### src/rtl/mips_pkg.sv
`default_nettype none
// ============================================================================
//  Module      : mips_pkg
//  Description : Shared encodings for the multicycle MIPS control unit:
//                opcode/funct values, controller state encoding, ALU
//                control codes, ALUOp codes and an opcode legality helper.
//  Revision    : 1.0 - initial release
// ============================================================================
package mips_pkg;

    // Primary opcodes (instr[31:26])
    localparam logic [5:0] OP_RTYPE = 6'b000000;
    localparam logic [5:0] OP_J     = 6'b000010;
    localparam logic [5:0] OP_BEQ   = 6'b000100;
    localparam logic [5:0] OP_BNE   = 6'b000101;
    localparam logic [5:0] OP_ADDI  = 6'b001000;
    localparam logic [5:0] OP_ANDI  = 6'b001100;
    localparam logic [5:0] OP_ORI   = 6'b001101;
    localparam logic [5:0] OP_LW    = 6'b100011;
    localparam logic [5:0] OP_SW    = 6'b101011;

    // R-type function codes (instr[5:0])
    localparam logic [5:0] FN_ADD = 6'b100000;
    localparam logic [5:0] FN_SUB = 6'b100010;
    localparam logic [5:0] FN_AND = 6'b100100;
    localparam logic [5:0] FN_OR  = 6'b100101;
    localparam logic [5:0] FN_SLT = 6'b101010;

    // ALU control encodings
    localparam logic [2:0] ALU_AND = 3'b000;
    localparam logic [2:0] ALU_OR  = 3'b001;
    localparam logic [2:0] ALU_ADD = 3'b010;
    localparam logic [2:0] ALU_SUB = 3'b110;
    localparam logic [2:0] ALU_SLT = 3'b111;

    // ALUOp: what the ALU decoder should derive the operation from
    localparam logic [1:0] ALUOP_ADD   = 2'b00;
    localparam logic [1:0] ALUOP_SUB   = 2'b01;
    localparam logic [1:0] ALUOP_FUNCT = 2'b10;
    localparam logic [1:0] ALUOP_LOGIC = 2'b11;

    // Controller states
    typedef enum logic [3:0] {
        FETCH   = 4'd0,
        DECODE  = 4'd1,
        MEMADR  = 4'd2,
        MEMRD   = 4'd3,
        MEMWB   = 4'd4,
        MEMWR   = 4'd5,
        EXECUTE = 4'd6,
        ALUWB   = 4'd7,
        IMMEXEC = 4'd8,
        IMMWB   = 4'd9,
        BRANCH  = 4'd10,
        JUMP    = 4'd11
    } state_t;

    // True when the opcode belongs to the optional extension set
    function automatic logic is_ext_opcode(input logic [5:0] op);
        return (op == OP_BNE) || (op == OP_ANDI) || (op == OP_ORI);
    endfunction

endpackage : mips_pkg
`default_nettype wire

### src/rtl/alu_decoder.sv
`default_nettype none
// ============================================================================
//  Module      : alu_decoder
//  Description : Combinational ALU decoder. Maps ALUOp plus opcode/funct to
//                the 3-bit ALU control and flags unsupported R-type funct.
//  Revision    : 1.0 - initial release
//  Ports       : alu_op      in  2  operation source select
//                opcode      in  6  instruction opcode
//                funct       in  6  instruction funct field
//                alu_control out 3  ALU operation
//                bad_funct   out 1  funct not supported (ALUOp=funct only)
// ============================================================================
module alu_decoder
    import mips_pkg::*;
(
    input  logic [1:0] alu_op,
    input  logic [5:0] opcode,
    input  logic [5:0] funct,
    output logic [2:0] alu_control,
    output logic       bad_funct
);

    always_comb begin
        alu_control = ALU_ADD;
        bad_funct   = 1'b0;
        case (alu_op)
            ALUOP_ADD: alu_control = ALU_ADD;
            ALUOP_SUB: alu_control = ALU_SUB;
            ALUOP_FUNCT: begin
                case (funct)
                    FN_ADD:  alu_control = ALU_ADD;
                    FN_SUB:  alu_control = ALU_SUB;
                    FN_AND:  alu_control = ALU_AND;
                    FN_OR:   alu_control = ALU_OR;
                    FN_SLT:  alu_control = ALU_SLT;
                    // Unknown funct keeps the harmless add encoding
                    default: bad_funct   = 1'b1;
                endcase
            end
            ALUOP_LOGIC: begin
                // Logical immediates pick and/or; addi falls back to add
                case (opcode)
                    OP_ANDI: alu_control = ALU_AND;
                    OP_ORI:  alu_control = ALU_OR;
                    default: alu_control = ALU_ADD;
                endcase
            end
            default: alu_control = ALU_ADD;
        endcase
    end

endmodule : alu_decoder
`default_nettype wire

### src/rtl/multicycle_controller.sv
`default_nettype none
// ============================================================================
//  Module      : multicycle_controller
//  Description : Control FSM for the multicycle MIPS core. Steps each
//                instruction through fetch/decode/execute/memory/writeback,
//                stalls on the memory ready handshake and optionally aborts a
//                stalled access after TIMEOUT_CYCLES wait cycles.
//  Revision    : 1.0 - initial release
//  Parameters  : EXT_OPS        - nonzero enables bne/andi/ori
//                TIMEOUT_CYCLES - memory wait limit, 0 disables the timeout
//  Ports       : clk, rst_n (async active-low)
//                opcode, funct, alu_zero, mem_ready        - inputs
//                mem_req, mem_write, iord, ir_write, pc_en - memory/PC/IR
//                pc_src, alu_src_a, alu_src_b, zero_ext,
//                alu_control                                - datapath muxes
//                reg_dst, mem_to_reg, reg_write             - register file
//                illegal_op, mem_err                        - status pulses
// ============================================================================
module multicycle_controller
    import mips_pkg::*;
#(
    parameter int EXT_OPS        = 0,
    parameter int TIMEOUT_CYCLES = 0
) (
    input  logic       clk,
    input  logic       rst_n,
    input  logic [5:0] opcode,
    input  logic [5:0] funct,
    input  logic       alu_zero,
    input  logic       mem_ready,
    output logic       mem_req,
    output logic       mem_write,
    output logic       iord,
    output logic       ir_write,
    output logic       pc_en,
    output logic [1:0] pc_src,
    output logic       alu_src_a,
    output logic [1:0] alu_src_b,
    output logic       zero_ext,
    output logic [2:0] alu_control,
    output logic       reg_dst,
    output logic       mem_to_reg,
    output logic       reg_write,
    output logic       illegal_op,
    output logic       mem_err
);

    localparam bit EXT_EN = (EXT_OPS != 0);

    state_t     state_q;
    state_t     state_d;
    logic [1:0] w_alu_op;
    logic       w_bad_funct;
    logic       w_wait_state;
    logic       w_timeout;

    // ------------------------------------------------------------------
    // State register
    // ------------------------------------------------------------------
    always_ff @(posedge clk or negedge rst_n) begin
        if (!rst_n) begin
            state_q <= FETCH;
        end else begin
            state_q <= state_d;
        end
    end

    // ------------------------------------------------------------------
    // ALUOp depends on state only, kept apart from the main decode so the
    // decoder's bad_funct output does not feed back into its own source.
    // ------------------------------------------------------------------
    always_comb begin
        w_alu_op = ALUOP_ADD;
        case (state_q)
            EXECUTE: w_alu_op = ALUOP_FUNCT;
            IMMEXEC: w_alu_op = ALUOP_LOGIC;
            BRANCH:  w_alu_op = ALUOP_SUB;
            default: w_alu_op = ALUOP_ADD;
        endcase
    end

    alu_decoder u_alu_decoder (
        .alu_op      (w_alu_op),
        .opcode      (opcode),
        .funct       (funct),
        .alu_control (alu_control),
        .bad_funct   (w_bad_funct)
    );

    // States that stall on the memory handshake
    assign w_wait_state = (state_q == FETCH) || (state_q == MEMRD) ||
                          (state_q == MEMWR);

    // ------------------------------------------------------------------
    // Memory wait timeout
    // ------------------------------------------------------------------
    generate
        if (TIMEOUT_CYCLES > 0) begin : g_timeout
            localparam int CNT_W = $clog2(TIMEOUT_CYCLES + 1);

            logic [CNT_W-1:0] count_q;
            logic [CNT_W-1:0] count_d;

            // A stalled wait state is the only way to keep the state
            // unchanged with mem_ready low, so anything else clears it.
            always_comb begin
                count_d = '0;
                if (w_wait_state && !mem_ready && !w_timeout) begin
                    count_d = count_q + 1'b1;
                end
            end

            assign w_timeout = w_wait_state && !mem_ready &&
                               (count_q == CNT_W'(TIMEOUT_CYCLES));

            always_ff @(posedge clk or negedge rst_n) begin
                if (!rst_n) begin
                    count_q <= '0;
                end else begin
                    count_q <= count_d;
                end
            end
        end else begin : g_no_timeout
            assign w_timeout = 1'b0;
        end
    endgenerate

    // ------------------------------------------------------------------
    // Next state and control outputs
    // ------------------------------------------------------------------
    always_comb begin
        state_d    = state_q;
        mem_req    = 1'b0;
        mem_write  = 1'b0;
        iord       = 1'b0;
        ir_write   = 1'b0;
        pc_en      = 1'b0;
        pc_src     = 2'b00;
        alu_src_a  = 1'b0;
        alu_src_b  = 2'b00;
        zero_ext   = 1'b0;
        reg_dst    = 1'b0;
        mem_to_reg = 1'b0;
        reg_write  = 1'b0;
        illegal_op = 1'b0;
        mem_err    = 1'b0;

        case (state_q)
            FETCH: begin
                mem_req   = 1'b1;
                alu_src_b = 2'b01;
                ir_write  = mem_ready;
                pc_en     = mem_ready;
                if (mem_ready) begin
                    state_d = DECODE;
                end
            end
            DECODE: begin
                alu_src_b = 2'b11;
                case (opcode)
                    OP_LW, OP_SW: state_d = MEMADR;
                    OP_RTYPE:     state_d = EXECUTE;
                    OP_ADDI:      state_d = IMMEXEC;
                    OP_BEQ:       state_d = BRANCH;
                    OP_J:         state_d = JUMP;
                    OP_ANDI, OP_ORI, OP_BNE: begin
                        if (EXT_EN) begin
                            state_d = (opcode == OP_BNE) ? BRANCH : IMMEXEC;
                        end else begin
                            illegal_op = 1'b1;
                            state_d    = FETCH;
                        end
                    end
                    default: begin
                        illegal_op = 1'b1;
                        state_d    = FETCH;
                    end
                endcase
            end
            MEMADR: begin
                alu_src_a = 1'b1;
                alu_src_b = 2'b10;
                state_d   = (opcode == OP_LW) ? MEMRD : MEMWR;
            end
            MEMRD: begin
                mem_req = 1'b1;
                iord    = 1'b1;
                if (mem_ready) begin
                    state_d = MEMWB;
                end
            end
            MEMWB: begin
                reg_write  = 1'b1;
                mem_to_reg = 1'b1;
                state_d    = FETCH;
            end
            MEMWR: begin
                mem_req   = 1'b1;
                iord      = 1'b1;
                mem_write = 1'b1;
                if (mem_ready) begin
                    state_d = FETCH;
                end
            end
            EXECUTE: begin
                alu_src_a = 1'b1;
                if (w_bad_funct) begin
                    illegal_op = 1'b1;
                    state_d    = FETCH;
                end else begin
                    state_d = ALUWB;
                end
            end
            ALUWB: begin
                reg_write = 1'b1;
                reg_dst   = 1'b1;
                state_d   = FETCH;
            end
            IMMEXEC: begin
                alu_src_a = 1'b1;
                alu_src_b = 2'b10;
                zero_ext  = is_ext_opcode(opcode) && (opcode != OP_BNE);
                state_d   = IMMWB;
            end
            IMMWB: begin
                reg_write = 1'b1;
                state_d   = FETCH;
            end
            BRANCH: begin
                alu_src_a = 1'b1;
                pc_src    = 2'b01;
                pc_en     = (opcode == OP_BNE) ? ~alu_zero : alu_zero;
                state_d   = FETCH;
            end
            JUMP: begin
                pc_src  = 2'b10;
                pc_en   = 1'b1;
                state_d = FETCH;
            end
            default: state_d = FETCH;
        endcase

        // Timed-out access is abandoned without side effects
        if (w_timeout) begin
            mem_err   = 1'b1;
            mem_write = 1'b0;
            ir_write  = 1'b0;
            pc_en     = 1'b0;
            reg_write = 1'b0;
            state_d   = FETCH;
        end

        // Reset must silence enables immediately, not on the next edge
        if (!rst_n) begin
            mem_req    = 1'b0;
            mem_write  = 1'b0;
            ir_write   = 1'b0;
            pc_en      = 1'b0;
            reg_write  = 1'b0;
            illegal_op = 1'b0;
            mem_err    = 1'b0;
        end
    end

endmodule : multicycle_controller
`default_nettype wire

### config.mk
export PLATFORM = sky130hd
export DESIGN_NAME = multicycle_controller
export DESIGN_NICKNAME = d
export VERILOG_FILES = /design/src/rtl/mips_pkg.sv /design/src/rtl/alu_decoder.sv /design/src/rtl/multicycle_controller.sv
export SDC_FILE = /design/constraint.sdc
export NUM_CORES = 1
export LEC_CHECK = 0
export ABC_AREA = 1
export CAP_MARGIN = 20
export CORE_MARGIN = 4
export CORE_UTILIZATION = 43
export CTS_CLUSTER_SIZE = 20
export DETAILED_ROUTE_END_ITERATION = 10
export GPL_ROUTABILITY_DRIVEN = 1
export PLACE_DENSITY = 0.84
export SLEW_MARGIN = 20
export SYNTH_ARGS = -nofsm -noshare
export SYNTH_HDL_FRONTEND = slang
export SYNTH_SLANG_ARGS = --single-unit
### constraint.sdc
create_clock -name clk -period 4.95 [get_ports clk]
set_input_delay 1.485 -clock clk [delete_from_list [all_inputs] [get_ports clk]]
set_output_delay 1.485 -clock clk [all_outputs]
set_load 0.01 [all_outputs]
==> reports/metrics.cfg <==
[cts]
clock_sinks=4
cts_hold_buf=0
cts_buffers=3
clock_latency_ps=230
clk_pin_slew_worst_paths_ps=40
cts_resized=0
root_buffer=clkbuf_4
post_cts_buffers=0
cts_tree=yes
cts_buffer_depth=2
cts_htree_levels=1

[place]
routabilityCongestion=0.834
dp_hpwl_um=1860
placed_cells=180
dpl_cell_area_um2=1070
io_buffers=33

[detailed_routing]
firstDrtPassIters=4
wl_um=2130
route.vias.total=923
post-route-drc-count=0
wire_per_inst_um=11.6
antenna_left=0
drtIter0Drc=28
via_per_inst=5.04

[timing]
holdWs_ps=578
fin_crit_ps=4770
drv_slew=0
fmax_ghz=0.210
finalCritPeriodShare=0.963
hold_viol=0
rsz0062_at_grt=false
fin_skew_ps=2.49
fin_tns_setup_ps=0
setup_viol=0

[logic_synthesis]
ys_warn_count=0
ys_seq_elements=4
synth_edf_count=0
syn_area_um2=717
yosysSeqAreaShare=0.140
synthCells=131
synth-async-reset-ratio=1.00
synthFlopType=dfrtp_1
avgSynthCellArea_um2=5.47
ys_types=25
synth_nets=147

[critical_path]
cp-start-kind=input pin
cp_max_fo=6
worstPathArrival_ps=3280
critPathKind=in2out
worstPathRequired_ps=3460
endpoint_kind=primary output

[power_and_ir_drop]
p_sw_uw=136
combPwrFrac=0.686
swShare=0.469
power-per-cell-area_nw_per_um2=266
seq_power_share=0.175
vdd_drop_max_uv=134
p_leak_nw=0.528
clkPwrFrac=0.140
power.internal_uw=154

[final_layout]
area_delta_synth_final_pct=52.0
drive_above_1_share=0.132
top_regs=state_q: 4 flops
final_common_cell=clkdlybuf4s50_1
largest_register_ffs=4
regMostFlops=state_q
layout_common_cells=clkdlybuf4s50_1 (33), nand2_1 (28), inv_1 (23)
nets=185
diodes=0
instances_no_fill=183
fin_area_um2=1090

[worst_hold_path]
hold_path_class=reg2reg

[floorplan]
fp.dieW_um=48.8
num_io_pins=35
start_util=0.465
core_um2=1540
dieArea_um2=2380
die_h_um=48.8
rows=14

[grt]
grt_pass1_wl_um=3440
grtUsageTotal=0.179
grt_max_degree=8
grt-ovfl-total=0
grt_pass1_vias=785
antenna_found_initial=0

[status]
status=completed

[flow_run]
cap_viol_max_count=0

==> cells in the mapped netlist, types with 2 or more instances <==
master,instances,share of area
inv_2,5,0.026
nor2_4,2,0.031
nor2_1,18,0.094
inv_1,23,0.12
nand4_1,7,0.061
nor3_1,2,0.014
o21ai_0,6,0.042
nand2_1,28,0.15
nor2_2,6,0.052
nand3_1,15,0.10
a21oi_1,2,0.014
dfrtp_1,4,0.14
==> layout make-up <==
class / instances / area, um^2
well taps: 16 / 20.0
fillers: 148 / 452
clock buffers: 3 / 22.5
repair buffers: 34 / 338
flip-flops and latches: 4 / 100
multi-input cells: 98 / 504
inverters: 28 / 105
==> power by group through the flow <==
stage	clock network [mW]	logic [mW]	registers [mW]
after floorplan	0	0.120	0.0484
after global placement	0	0.195	0.0506
after detailed placement	0	0.197	0.0509
after CTS	0.0413	0.198	0.0505
after global routing	0.0438	0.218	0.0521
final	0.0405	0.199	0.0506
==> metrics by stage <==
| stage | util | worst slack (ps) | power (mW) |
|---|---|---|---|
| 2_1_floorplan | - | 1160 | 0.169 |
| 3_3_place_gp | 0.692 | 236 | 0.245 |
| 3_5_place_dp | 0.692 | 177 | 0.248 |
| 4_1_cts | 0.707 | 174 | 0.290 |
| 5_1_grt | 0.707 | 90.0 | 0.314 |
| 6_report | 0.707 | 183 | 0.290 |
==> path summary, 6_finish.rpt <==
| path | start | to | slack [ps] | cells past startpoint |
|---|---|---|---|---|
| worst min register to register | state_q[0] | state_q[0] | 580 | 2 |
| max in group asynchronous | rst_n | state_q[0] | 3210 | 1 |
| min in group asynchronous | rst_n | state_q[3] | 1510 | 1 |
| worst max-delay path | opcode[4] | pc_en | 180 | 7 |
| worst min-delay path | state_q[0] | state_q[0] | 580 | 2 |
| worst max register to register | state_q[0] | state_q[2] | 3600 | 7 |
==> worst max-delay path, stage by stage <==
cell and delay (ps):
clkdlybuf4s50_1 440, nor2_1 310, inv_1 150, o21bai_1 160, nand3_1 80, a21oi_1 120, clkdlybuf4s50_1 550
==> per-layer routing <==
metal  global-route usage  wire length [um]
met2                0.289              1050
met1                0.229               959
met4               0.0807                16
met3               0.0306               105
met5                    0                 0
==> cell families (layout without fill, tap and decap cells) <==
logic type             count (synthesis)  in the layout  synth area share
buffers and inverters                 29             65             0.157
other                                  1              1           0.00523
AND/OR/NAND/NOR                       85             85             0.600
flip-flops                             4              4             0.140
AO/OA/AOI/OAI                         12             12            0.0977
Power figures use the tool's default switching activity.
